**config.mk**
```make
export PLATFORM = sky130hd
export DESIGN_NAME = tohost_monitor_flat
export DESIGN_NICKNAME = d
export VERILOG_FILES = /design/src/rtl/tohost_monitor_if.sv /design/src/rtl/tohost_monitor.sv /design/src/flat_wrapper.sv
export SDC_FILE = /design/constraint.sdc
export NUM_CORES = 1
export LEC_CHECK = 0
export CAP_MARGIN = 20
export CORE_MARGIN = 4
export CORE_UTILIZATION = 49
export CTS_CLUSTER_DIAMETER = 100
export DETAILED_ROUTE_END_ITERATION = 12
export PLACE_DENSITY = 0.88
export SLEW_MARGIN = 20
export SYNTH_ARGS = -nofsm -noshare
export SYNTH_HDL_FRONTEND = slang
export SYNTH_SLANG_ARGS = --single-unit
```
**constraint.sdc**
```tcl
create_clock -name clk -period 5.8 [get_ports clk]
set_clock_uncertainty 0.05 [all_clocks]
set_input_delay 1.16 -clock clk [delete_from_list [all_inputs] [get_ports clk]]
set_output_delay 1.16 -clock clk [all_outputs]
set_load 0.02 [all_outputs]
```
**src/rtl/tohost_monitor_if.sv**
```systemverilog
// Store-bus snoop and verdict/status bundle shared by the simulation top and tohost_monitor.
// The core side drives the store/retire signals; the monitor drives the status signals.
interface tohost_monitor_if #(
  parameter int unsigned CNT_W = 32
);
  logic             st_valid;
  logic [31:0]      st_addr;
  logic [31:0]      st_data;
  logic [3:0]       st_mask;
  logic             retire;

  logic             done;
  logic             pass;
  logic             timeout;
  logic [30:0]      fail_code;
  logic             bad_write;
  logic [CNT_W-1:0] cycle_count;
  logic [CNT_W-1:0] instret_count;
  logic             halt_req;

  modport master (
    output st_valid, st_addr, st_data, st_mask, retire,
    input  done, pass, timeout, fail_code, bad_write,
    input  cycle_count, instret_count, halt_req
  );

  modport slave (
    input  st_valid, st_addr, st_data, st_mask, retire,
    output done, pass, timeout, fail_code, bad_write,
    output cycle_count, instret_count, halt_req
  );
endinterface

```
**src/rtl/tohost_monitor.sv**
```systemverilog
// Passive riscv-tests "tohost" decoder: turns the test's result store into a pass/fail/timeout
// verdict, counts cycles and retired instructions while running, and requests a halt on verdict.
module tohost_monitor #(
  parameter logic [31:0] TOHOST_ADDR = 32'h0000_1000,
  parameter int unsigned TIMEOUT     = 5000,
  parameter int unsigned CNT_W       = 32
) (
  input  logic           clk,
  input  logic           rst,
  tohost_monitor_if.slave bus
);

  typedef enum logic [1:0] {
    ST_RUN,
    ST_PASS,
    ST_FAIL,
    ST_TIMEOUT
  } state_t;

  localparam logic [CNT_W-1:0] CNT_MAX   = '1;
  localparam logic [CNT_W-1:0] EXPIRE_AT = CNT_W'(TIMEOUT - 1);
  localparam logic [30:0]      CODE_NOT_A_RESULT = 31'h7FFF_FFFF;

  state_t           r_state;
  state_t           w_state_nxt;
  logic             r_pass;
  logic             w_pass_nxt;
  logic             r_timeout;
  logic             w_timeout_nxt;
  logic [30:0]      r_fail_code;
  logic [30:0]      w_fail_code_nxt;
  logic             r_bad_write;
  logic             w_bad_write_nxt;
  logic [CNT_W-1:0] r_cycle;
  logic [CNT_W-1:0] w_cycle_nxt;
  logic [CNT_W-1:0] r_instret;
  logic [CNT_W-1:0] w_instret_nxt;

  logic             w_hit;
  logic             w_full_hit;
  logic             w_partial_hit;
  logic             w_expire;
  logic             w_unused_addr_lsbs;

  // Byte offset within the tohost word does not matter; only the word address is matched.
  assign w_hit              = bus.st_valid && (bus.st_addr[31:2] == TOHOST_ADDR[31:2]);
  assign w_full_hit         = w_hit && (bus.st_mask == 4'b1111);
  assign w_partial_hit      = w_hit && (bus.st_mask != 4'b1111) && (bus.st_mask != 4'b0000);
  assign w_expire           = (r_cycle == EXPIRE_AT);
  assign w_unused_addr_lsbs = ^bus.st_addr[1:0];

  always_ff @(posedge clk or posedge rst) begin
    if (rst) begin
      r_state     <= ST_RUN;
      r_pass      <= 1'b0;
      r_timeout   <= 1'b0;
      r_fail_code <= '0;
      r_bad_write <= 1'b0;
      r_cycle     <= '0;
      r_instret   <= '0;
    end else begin
      r_state     <= w_state_nxt;
      r_pass      <= w_pass_nxt;
      r_timeout   <= w_timeout_nxt;
      r_fail_code <= w_fail_code_nxt;
      r_bad_write <= w_bad_write_nxt;
      r_cycle     <= w_cycle_nxt;
      r_instret   <= w_instret_nxt;
    end
  end

  // Terminal states hold everything; only RUN looks at the bus. A full hit beats the watchdog.
  always_comb begin
    w_state_nxt     = r_state;
    w_pass_nxt      = r_pass;
    w_timeout_nxt   = r_timeout;
    w_fail_code_nxt = r_fail_code;
    w_bad_write_nxt = r_bad_write;
    w_cycle_nxt     = r_cycle;
    w_instret_nxt   = r_instret;

    if (r_state == ST_RUN) begin
      if (r_cycle != CNT_MAX) begin
        w_cycle_nxt = r_cycle + CNT_W'(1);
      end
      if (bus.retire && (r_instret != CNT_MAX)) begin
        w_instret_nxt = r_instret + CNT_W'(1);
      end
      if (w_partial_hit) begin
        w_bad_write_nxt = 1'b1;
      end

      if (w_full_hit) begin
        if (bus.st_data == 32'h0000_0001) begin
          w_state_nxt = ST_PASS;
          w_pass_nxt  = 1'b1;
        end else begin
          // An even value is a syscall/unsupported request rather than a test number.
          w_state_nxt     = ST_FAIL;
          w_fail_code_nxt = bus.st_data[0] ? bus.st_data[31:1] : CODE_NOT_A_RESULT;
        end
      end else if (w_expire) begin
        w_state_nxt   = ST_TIMEOUT;
        w_timeout_nxt = 1'b1;
      end
    end
  end

  assign bus.done          = (r_state != ST_RUN);
  assign bus.halt_req      = (r_state != ST_RUN);
  assign bus.pass          = r_pass;
  assign bus.timeout       = r_timeout;
  assign bus.fail_code     = r_fail_code;
  assign bus.bad_write     = r_bad_write;
  assign bus.cycle_count   = r_cycle;
  assign bus.instret_count = r_instret;

`ifndef SYNTHESIS
  always @(posedge clk) begin
    if (!rst && (r_state == ST_RUN) && $isunknown(bus.st_valid)) begin
      $error("tohost_monitor: st_valid is unknown while running");
    end
  end
`endif

endmodule

```
**src/flat_wrapper.sv**
```systemverilog
// flat-port wrapper written by rule: the top's interface ports become plain ports
module tohost_monitor_flat 
#(
  parameter logic [31:0] TOHOST_ADDR = 32'h0000_1000,
  parameter int unsigned TIMEOUT     = 5000,
  parameter int unsigned CNT_W       = 32
)
  (clk, rst, bus_st_valid, bus_st_addr, bus_st_data, bus_st_mask, bus_retire, bus_done, bus_pass, bus_timeout, bus_fail_code, bus_bad_write, bus_cycle_count, bus_instret_count, bus_halt_req);
  tohost_monitor_if #(.CNT_W(CNT_W)) bus_i ();
  input  logic clk;
  input  logic rst;
  input wire logic [$bits(bus_i.st_valid)-1:0] bus_st_valid;
  input wire logic [$bits(bus_i.st_addr)-1:0] bus_st_addr;
  input wire logic [$bits(bus_i.st_data)-1:0] bus_st_data;
  input wire logic [$bits(bus_i.st_mask)-1:0] bus_st_mask;
  input wire logic [$bits(bus_i.retire)-1:0] bus_retire;
  output wire logic [$bits(bus_i.done)-1:0] bus_done;
  output wire logic [$bits(bus_i.pass)-1:0] bus_pass;
  output wire logic [$bits(bus_i.timeout)-1:0] bus_timeout;
  output wire logic [$bits(bus_i.fail_code)-1:0] bus_fail_code;
  output wire logic [$bits(bus_i.bad_write)-1:0] bus_bad_write;
  output wire logic [$bits(bus_i.cycle_count)-1:0] bus_cycle_count;
  output wire logic [$bits(bus_i.instret_count)-1:0] bus_instret_count;
  output wire logic [$bits(bus_i.halt_req)-1:0] bus_halt_req;
  assign bus_i.st_valid = bus_st_valid;
  assign bus_i.st_addr = bus_st_addr;
  assign bus_i.st_data = bus_st_data;
  assign bus_i.st_mask = bus_st_mask;
  assign bus_i.retire = bus_retire;
  assign bus_done = bus_i.done;
  assign bus_pass = bus_i.pass;
  assign bus_timeout = bus_i.timeout;
  assign bus_fail_code = bus_i.fail_code;
  assign bus_bad_write = bus_i.bad_write;
  assign bus_cycle_count = bus_i.cycle_count;
  assign bus_instret_count = bus_i.instret_count;
  assign bus_halt_req = bus_i.halt_req;
  tohost_monitor #(.TOHOST_ADDR(TOHOST_ADDR), .TIMEOUT(TIMEOUT), .CNT_W(CNT_W)) u_core (.clk(clk), .rst(rst), .bus(bus_i));
endmodule
```
==> results of run 1 <==
[cells in the mapped netlist, types with 2 or more instances]
| library cell | number | area share [%] |
|---|---|---|
| a21o_1 | 2 | 0.30 |
| a21oi_1 | 4 | 0.41 |
| and3_1 | 4 | 0.51 |
| and4_1 | 2 | 0.36 |
| buf_2 | 4 | 0.41 |
| buf_4 | 2 | 0.30 |
| clkbuf_1 | 3 | 0.23 |
| dfrtp_1 | 100 | 51 |
| ha_1 | 2 | 0.51 |
| inv_1 | 9 | 0.69 |
| mux2_1 | 3 | 0.69 |
| mux2_2 | 30 | 6.9 |
| nand2_1 | 31 | 2.4 |
| nand2b_1 | 31 | 3.9 |
| nand3_1 | 24 | 2.4 |
| nand3_2 | 4 | 0.81 |
| nand4_1 | 30 | 3.8 |
| nand4_2 | 2 | 0.51 |
| nand4b_1 | 2 | 0.36 |
| nor2_1 | 26 | 2.0 |
| nor3_1 | 12 | 1.2 |
| nor4_1 | 23 | 2.9 |
| nor4b_1 | 3 | 0.53 |
| nor4b_2 | 2 | 0.61 |
| o21ai_0 | 3 | 0.30 |
| o311ai_1 | 2 | 0.36 |
| or2_2 | 3 | 0.38 |
| or3_1 | 2 | 0.25 |
| or4_1 | 6 | 0.91 |
| xnor2_1 | 43 | 7.6 |
| xor2_1 | 17 | 3.0 |
[sequential cells by signal, indices dropped and copies added, names as in the netlist]
name / cells
u_core.bus.timeout: 1
u_core.bus.cycle_count: 32
u_core.bus.pass: 1
u_core.r_state: 2
u_core.bus.bad_write: 1
u_core.bus.fail_code: 31
u_core.bus.instret_count: 32
[final cells by class]
cell class              count  area, um2
clock buffers              11        141
clock inverters             5        108
fillers                   702       2800
inverters                   9       36.3
well taps                 133        166
flip-flops and latches    100       2500
multi-input cells         326       2310
repair buffers            172       1710
[path summary, 6_finish.rpt]
path,start,end,slack [ps],cells after the start
min reg2reg,u_core.bus.bad_write,u_core.bus.bad_write,430,1
min in group asynchronous,rst,u_core.bus.cycle_count[6],1210,2
max reg2reg,u_core.bus.cycle_count[0],u_core.bus.cycle_count[1],2840,6
max in group asynchronous,rst,u_core.bus.instret_count[8],3470,3
max,bus_retire,u_core.bus.instret_count[26],2540,6
min,u_core.bus.bad_write,u_core.bus.bad_write,430,1
[critical path, delay by kind of cell]
kind,cells,cell delay [ps]
buffers and inverters,1,500
AND/OR/NAND/NOR,4,1640
XOR/XNOR,1,150
[logic make-up (layout without fill, tap and decap cells)]
| kind of cell | Yosys count | in the layout | share of synthesized area (%) |
|---|---|---|---|
| AND/OR/NAND/NOR | 215 | 215 | 25.5 |
| flip-flops | 100 | 100 | 50.8 |
| XOR/XNOR | 60 | 60 | 10.7 |
| multiplexers | 33 | 33 | 7.54 |
| buffers and inverters | 21 | 197 | 2.54 |
| AO/OA/AOI/OAI | 16 | 16 | 2.44 |
| adder cells (fa/ha/maj) | 2 | 2 | 0.508 |
[layer usage]
metal	GRT usage [%]	wire length [um]	vias to the layer above	part of all wire [%]
met5	0	0	-	0
met4	8.75	203	0	1.6
met3	8.24	1320	19	10
met2	38.8	6620	184	51
met1	26.6	4940	2051	38
li1	-	-	1958	-
[where the power goes]
group | switching (mW) | total, mW | internal (mW) | leakage [nW]
logic | 0.0316 | 0.0810 | 0.0494 | 1.39
registers | 0.000896 | 0.698 | 0.697 | 1.38
clock network | 0.243 | 0.544 | 0.301 | 0.124
total | 0.276 | 1.32 | 1.05 | 2.89
[metrics by stage]
step	total power, mW	setup WS [ps]	instance area (um2)	hold slack, ps
finish	1.32	2540	6970	432
global route	1.37	2500	6970	455
CTS	1.33	2180	6980	438
detailed placement	0.795	1790	6730	411
global placement	0.793	1850	6730	395
floorplan	0.736	1970	4930	420
[placed cells by master (no fill, tap or decap), drive strengths merged, types with 2 or more instances in the layout]
cell	instances
a21o	2
a21oi	4
and3	5
and4	3
buf	4
bufinv	3
clkbuf	11
clkdlybuf4s50	168
dfrtp	100
ha	2
inv	10
mux2	33
nand2	31
nand2b	31
nand3	28
nand4	32
nand4b	2
nor2	26
nor3	12
nor4	24
nor4b	5
o21ai	3
o311ai	2
or2	3
or3	2
or4	7
xnor2	43
xor2	17
==> impl_metrics.yaml, run 1 <==
status:
  status: "finished clean"
sta:
  rsz0062_at_grt: "no"
  max_slew_margin_pct: 45.9
  hold_viol: 0
  setup_viol: 0
  slew_viol_final: 0
  fmax_mhz: 306
  period_needed_ps: 3260
  tightest_slew_ps: 805
  fin_crit_sh_pct: 56.3
  finalSetupTns_ps: 0
synth:
  synth_warnings: 0
  syn_nets: 521
  synth_edf_count: 0
  synthArstFlopShare_pct: 100
  syn_inst: 447
  synth-seq-cells: 100
  synth_area_mm2: 0.00493
  yosysUniqueCellTypes: 47
  avgSynthCellArea_um2: 11.0
  ys_seq_area_share_pct: 50.8
  ys.flop_type: "dfrtp_1"
layout:
  final_util_pct: 71.3
  stdcell_count: 756
  diodes: 0
  area_growth_pct: 41.5
  final_nets: 692
  layout-drive-gt1-share_pct: 10.8
critical_path:
  cp_data_required_time_ps: 5990
  arrival_ps: 3450
  cp_max_fo: 7
  path_class: "input pin to register"
  max_stage_delay_ps: 600
  cpMaxStageDelayCell: "or4_4"
  start_kind: "input pin"
  end_kind: "register"
  crit_chain: "clkdlybuf4s50_1 -> or3b_1 -> or4_4 -> nor4b_2 -> nand3_1 -> xnor2_1"
placed_design:
  place_inst: 740
  hpwl_um: 9990
  gp_congestion: 0.926
  port_buffers: 169
grt:
  grt_usage_pct: 22.9
  antenna_found_initial: 0
  first_global_vias: 4280
  grt_max_degree: 61
  grt-ovfl-total: 0
  grt_pass1_wl_um: 21000
die:
  core_mm2: 0.00977
  initial_core_util_pct: 50.4
  die-area_mm2: 0.0117
  rows: 36
  io_pins: 172
  die_h_um: 108
  die_w_um: 108
detailed_routing:
  wire_per_inst_um: 17.3
  wl_um: 13100
  avgViaCountPerCell: 5.57
  drtAntennaViolNets: 0
  drc: 0
  first_pass_iters: 4
  drt-initial-drc-count: 171
  num_vias: 4212
clock_network:
  cts_buffers: 9
  clockBufferDepth: 2
  tritoncts: "yes"
  postCtsHoldBufs: 0
  clock_latency_ps: 360
  clkTransAtPathRegs_ps: 100
  htreeDepth: 3
  cts_num_sinks: 100
  root_buffer: "clkbuf_8"
  postCtsSetupRepairBufs: 0
  cts_resized: 0
job:
  maxCapViolCount: 0
power_and_ir_drop:
  leakage_nw: 2.89
  pwr_density_cell_mw_per_mm2: 190
  ir_drop_uv: 151
hold_path:
  hp-class: "register to register"
No activity file was read; power rests on OpenSTA's default activity.
==> run 2, diff against run 1 <==
--- a/config.mk
+++ b/config.mk
@@ -7,10 +7,10 @@
 export LEC_CHECK = 0
 export CAP_MARGIN = 20
 export CORE_MARGIN = 4
-export CORE_UTILIZATION = 49
+export CORE_UTILIZATION = 46
 export CTS_CLUSTER_DIAMETER = 100
 export DETAILED_ROUTE_END_ITERATION = 12
-export PLACE_DENSITY = 0.88
+export PLACE_DENSITY = 0.83
 export SLEW_MARGIN = 20
 export SYNTH_ARGS = -nofsm -noshare
 export SYNTH_HDL_FRONTEND = slang
==> constraint.sdc (replaced) <==
create_clock -name clk -period 3.4 [get_ports clk]
set_clock_uncertainty 0.05 [all_clocks]
set_input_delay 0.68 -clock clk [delete_from_list [all_inputs] [get_ports clk]]
set_output_delay 0.68 -clock clk [all_outputs]
set_load 0.02 [all_outputs]
==> run 2 against run 1 <==
Compared with the run above: combinational power is 74% higher; via count fell by 0.43%; non-clock buffer count up 2; worst hold slack got worse by 13 ps; sequential share of layout area about the same; critical path depth rose by 1; global-route usage fell by 1.8 points; wire length is 0.13% higher; clock-buffer cell count is 2 higher; flip-flop and latch count is the same; largest cell class unchanged; highest routed layer unchanged.
==> impl_metrics.yaml, run 2 (synthesis gave the netlist of run 1 again) <==
sta:
  tightest_slew_ps: 800
  period_needed_ps: 2770
  slew_viol_final: 0
  max_slew_margin_pct: 45.8
  hold_viol: 0
  setup_viol: 0
  finalSetupTns_ps: 0
  rsz0062_at_grt: "no"
  fmax_mhz: 361
  fin_crit_sh_pct: 81.5
detailed_routing:
  wire_per_inst_um: 17.2
  num_vias: 4194
  first_pass_iters: 4
  drt-initial-drc-count: 192
  drc: 0
  drtAntennaViolNets: 0
  wl_um: 13100
  avgViaCountPerCell: 5.51
clock_network:
  clock_latency_ps: 350
  root_buffer: "clkbuf_8"
  cts_num_sinks: 100
  postCtsSetupRepairBufs: 0
  tritoncts: "yes"
  clockBufferDepth: 2
  cts_resized: 0
  postCtsHoldBufs: 0
  cts_buffers: 9
  clkTransAtPathRegs_ps: 90
  htreeDepth: 3
power_and_ir_drop:
  leakage_nw: 2.88
  ir_drop_uv: 184
  power_mw: 2.11
  pwr_density_cell_mw_per_mm2: 303
grt:
  grt_usage_pct: 21.1
  antenna_found_initial: 0
  first_global_vias: 4338
  grt_max_degree: 59
  grt-ovfl-total: 0
  grt_pass1_wl_um: 21300
layout:
  area_growth_pct: 41.3
  final_cell_mix: "clkdlybuf4s50_1 (169), dfrtp_1 (100), xnor2_1 (43)"
  final_common_cell: "clkdlybuf4s50_1"
  final_nets: 694
  diodes: 0
  layout-drive-gt1-share_pct: 10.7
hold_path:
  hp-class: "register to register"
  min_path_cells: 1
placed_design:
  hpwl_um: 10200
  gp_congestion: 0.928
  port_buffers: 169
status:
  status: "finished clean"
critical_path:
  r2r_cells: 6
  critPathLaunch: "bus_st_data[19]"
  cp_max_fo: 31
  end_kind: "register"
  cp_data_required_time_ps: 3580
  path_class: "input pin to register"
  start_kind: "input pin"
  rrSetupSlack_ps: 770
  arrival_ps: 2950
  timing.rr.end: "u_core.bus.cycle_count[1]"
  rr_startpoint: "u_core.bus.cycle_count[0]"
  crit_path_end: "u_core.bus.fail_code[10]"
die:
  initial_core_util_pct: 47.5
  die-area_mm2: 0.0124
  die_w_um: 112
  die_h_um: 112
  core_mm2: 0.0104
  io_pins: 172
  rows: 37
job:
  maxCapViolCount: 0
## run 2: cell count changes in the layout (fill, tap and decap cells not counted)
cell	before	now
clkinvlp_4	0	2
clkbuf_8	10	11
buf_4	3	4
clkdlybuf4s50_1	168	169
bufinv_16	3	1
buf_12	0	1
clkbuf_1	1	2
buf_2	1	0
inv_6	1	0
clkinv_4	1	0
## run 2: critical path, cell delays in order
cell	delay [ps]
clkdlybuf4s50_1	400
or4_1	540
nor4_1	280
and4b_1	350
nor4b_4	70
buf_4	260
mux2_1	360
## run 2: per-stage QoR
step	instance area (um2)	utilization (%)	worst slack, ps	std cells	hold slack, ps
6_report	6960	67.2	627	761	419
5_1_grt	6960	67.2	541	761	465
4_1_cts	6960	67.2	648	761	429
3_5_place_dp	6760	65.2	272	745	404
3_3_place_gp	6760	65.2	330	745	398
2_1_floorplan	4930	-	51.2	447	420
## run 2: area by class of cell
cell class	count	area, um2
Tap cell	136	170
Multi-Input combinational cell	326	2310
Clock buffer	13	159
Timing Repair Buffer	174	1740
Fill cell	825	3410
Clock inverter	3	45.0
Sequential cell	100	2500
Inverter	9	36.3
## run 2: how the worst min path moves through the flow
stage / slack (ps) / from / endpoint
after floorplan: 420 / u_core.r_state[0] / u_core.r_state[0]
after global placement: 400 / u_core.bus.pass / u_core.bus.pass
after detailed placement: 400 / u_core.bus.pass / u_core.bus.pass
after CTS: 430 / u_core.bus.pass / u_core.bus.pass
after global routing: 460 / u_core.bus.bad_write / u_core.bus.bad_write
final: 420 / u_core.bus.pass / u_core.bus.pass
## run 2: power by group
part / total, mW / switching, mW / internal, mW
sequential: 1.19 / 0.00142 / 1.19
combinational: 0.141 / 0.0539 / 0.0872
clock: 0.776 / 0.394 / 0.382
total: 2.11 / 0.450 / 1.66
## run 2: layer usage
metal,GRT usage (%),up-vias,wire length (um)
met5,0,-,0
met4,6.81,0,197
met3,6.85,16,1160
met2,36.3,176,6620
met1,25.0,2053,5130
li1,-,1949,-
==> run 3, diff against run 2 <==
==> constraint.sdc (replaced) <==
create_clock -name clk -period 2.6 [get_ports clk]
set_clock_uncertainty 0.05 [all_clocks]
set_input_delay 0.52 -clock clk [delete_from_list [all_inputs] [get_ports clk]]
set_output_delay 0.52 -clock clk [all_outputs]
set_load 0.02 [all_outputs]
==> run 3 against run 2 <==
Compared with the run above: clock power is 31% higher; global-route usage is 0.41 points lower; wire length is 0.19% higher; via count is 1.4% higher; final area is 2.4% higher; combinational power is 33% higher; clock-buffer cell count is 2 lower; critical path depth is 1 higher; largest power group unchanged.
==> impl_metrics.yaml, run 3 (synthesis gave the netlist of run 1 again) <==
critical_path:
  cpMaxStageDelayCell: "clkdlybuf4s50_1"
  cp_data_required_time_ps: 2780
  cp_max_fo: 31
  critPathTopFamily: "simple AND/OR/NAND/NOR gates"
  crit_chain: "clkdlybuf4s50_1 -> nor4_1 -> buf_4 -> nand4_1 -> nor2_1 -> nor4b_4 -> buf_12 -> mux2_2"
  arrival_ps: 2650
  rrSetupSlack_ps: 190
  start_kind: "input pin"
  max_stage_delay_ps: 420
  worst-path-buf-inv: 3
  end_kind: "register"
  path_class: "input pin to register"
power_and_ir_drop:
  sequentialPowerShare_pct: 56.3
  p_sw_uw: 617
  power_mw: 2.76
  pwr_density_cell_mw_per_mm2: 387
  p_int_mw: 2.15
  clkPwrFrac_pct: 36.9
  switching_share_pct: 22.3
  comb_power_share_pct: 6.8
  leakage_nw: 2.99
  ir_drop_uv: 319
detailed_routing:
  num_vias: 4253
  drtAntennaViolNets: 0
  wl_um: 13100
  avgViaCountPerCell: 5.44
  first_pass_iters: 4
  drc: 0
  wire_per_inst_um: 16.8
  drt-initial-drc-count: 155
layout:
  seqCellArea_mm2: 0.00250
  layout-drive-gt1-share_pct: 13.8
  diodes: 0
  multi_input_area_mm2: 0.00231
  fin_area_mm2: 0.00713
  final_nets: 715
  area_growth_pct: 44.8
  fillCellCount: 782
  final_cell_mix: "clkdlybuf4s50_1 (169), dfrtp_1 (100), xnor2_1 (43)"
  final_common_cell: "clkdlybuf4s50_1"
clock_network:
  clkTransAtPathRegs_ps: 90
  root_buffer: "clkbuf_8"
  postCtsHoldBufs: 0
  cts_num_sinks: 100
  cts_resized: 0
  tritoncts: "yes"
  cts_buffers: 9
  clockBufferDepth: 2
  postCtsSetupRepairBufs: 0
  clock_latency_ps: 350
  htreeDepth: 3
sta:
  tightest_slew_ps: 819
  finalSetupTns_ps: 0
  slew_viol_final: 0
  period_needed_ps: 2480
  hold_slack_ps: 441
  fin_crit_sh_pct: 95.2
  max_slew_margin_pct: 44.5
  rsz0062_at_grt: "no"
  fmax_mhz: 404
  worst_slack_ps: 124
  hold_viol: 0
  setup_viol: 0
job:
  maxCapViolCount: 0
placed_design:
  hpwl_um: 10100
  gp_congestion: 0.943
  placed_area_mm2: 0.00693
  port_buffers: 169
  pre_cts_ws_ps: -295
grt:
  first_global_vias: 4302
  grt_max_degree: 101
  grt-ovfl-total: 0
  grt_usage_pct: 20.7
  antenna_found_initial: 0
  grt_pass1_wl_um: 21300
die:
  die_w_um: 112
  initial_core_util_pct: 47.5
  die-area_mm2: 0.0124
  die_h_um: 112
  core_mm2: 0.0104
  rows: 37
  io_pins: 172
hold_path:
  hp-class: "register to register"
status:
  status: "finished clean"
[run 3: worst paths after layout]
path	to	cells after the start	start
setup / recovery	u_core.bus.fail_code[30]	8	bus_st_addr[19]
hold / removal	u_core.bus.bad_write	1	u_core.bus.bad_write
setup reg to reg	u_core.bus.instret_count[31]	5	u_core.bus.instret_count[3]
hold reg to reg	u_core.bus.bad_write	1	u_core.bus.bad_write
max in group asynchronous	u_core.bus.instret_count[16]	3	rst
min in group asynchronous	u_core.bus.instret_count[4]	3	rst
[run 3: layer usage]
metal | vias up | part of all wire, % | track usage (%)
met2 | 184 | 50 | 34.9
li1 | 2002 | - | -
met1 | 2049 | 40 | 25.3
met5 | - | 0 | 0
met3 | 18 | 8.7 | 7.17
met4 | 0 | 1.6 | 5.43
[run 3: area by class of cell]
| cell class | count | share of cell area [%] |
|---|---|---|
| Tap cell | 136 | 2.39 |
| Multi-Input combinational cell | 326 | 32.4 |
| Clock inverter | 5 | 0.859 |
| Clock buffer | 11 | 1.98 |
| Inverter | 9 | 0.526 |
| Sequential cell | 100 | 35.1 |
| Timing Repair Buffer | 195 | 26.8 |
[run 3: power by group through the flow]
stage / registers [mW] / clock network, mW / logic (mW)
final: 1.56 / 1.02 / 0.187
after global placement: 1.59 / 0 / 0.186
after detailed placement: 1.59 / 0 / 0.191
after global routing: 1.56 / 1.11 / 0.206
after floorplan: 1.59 / 0 / 0.0517
after CTS: 1.56 / 1.04 / 0.192
[run 3: metrics by stage]
stage / util (%) / cells
after floorplan: - / 447
after global placement: 66.8 / 766
after detailed placement: 66.8 / 766
after CTS: 68.8 / 782
after global routing: 68.8 / 782
final: 68.8 / 782
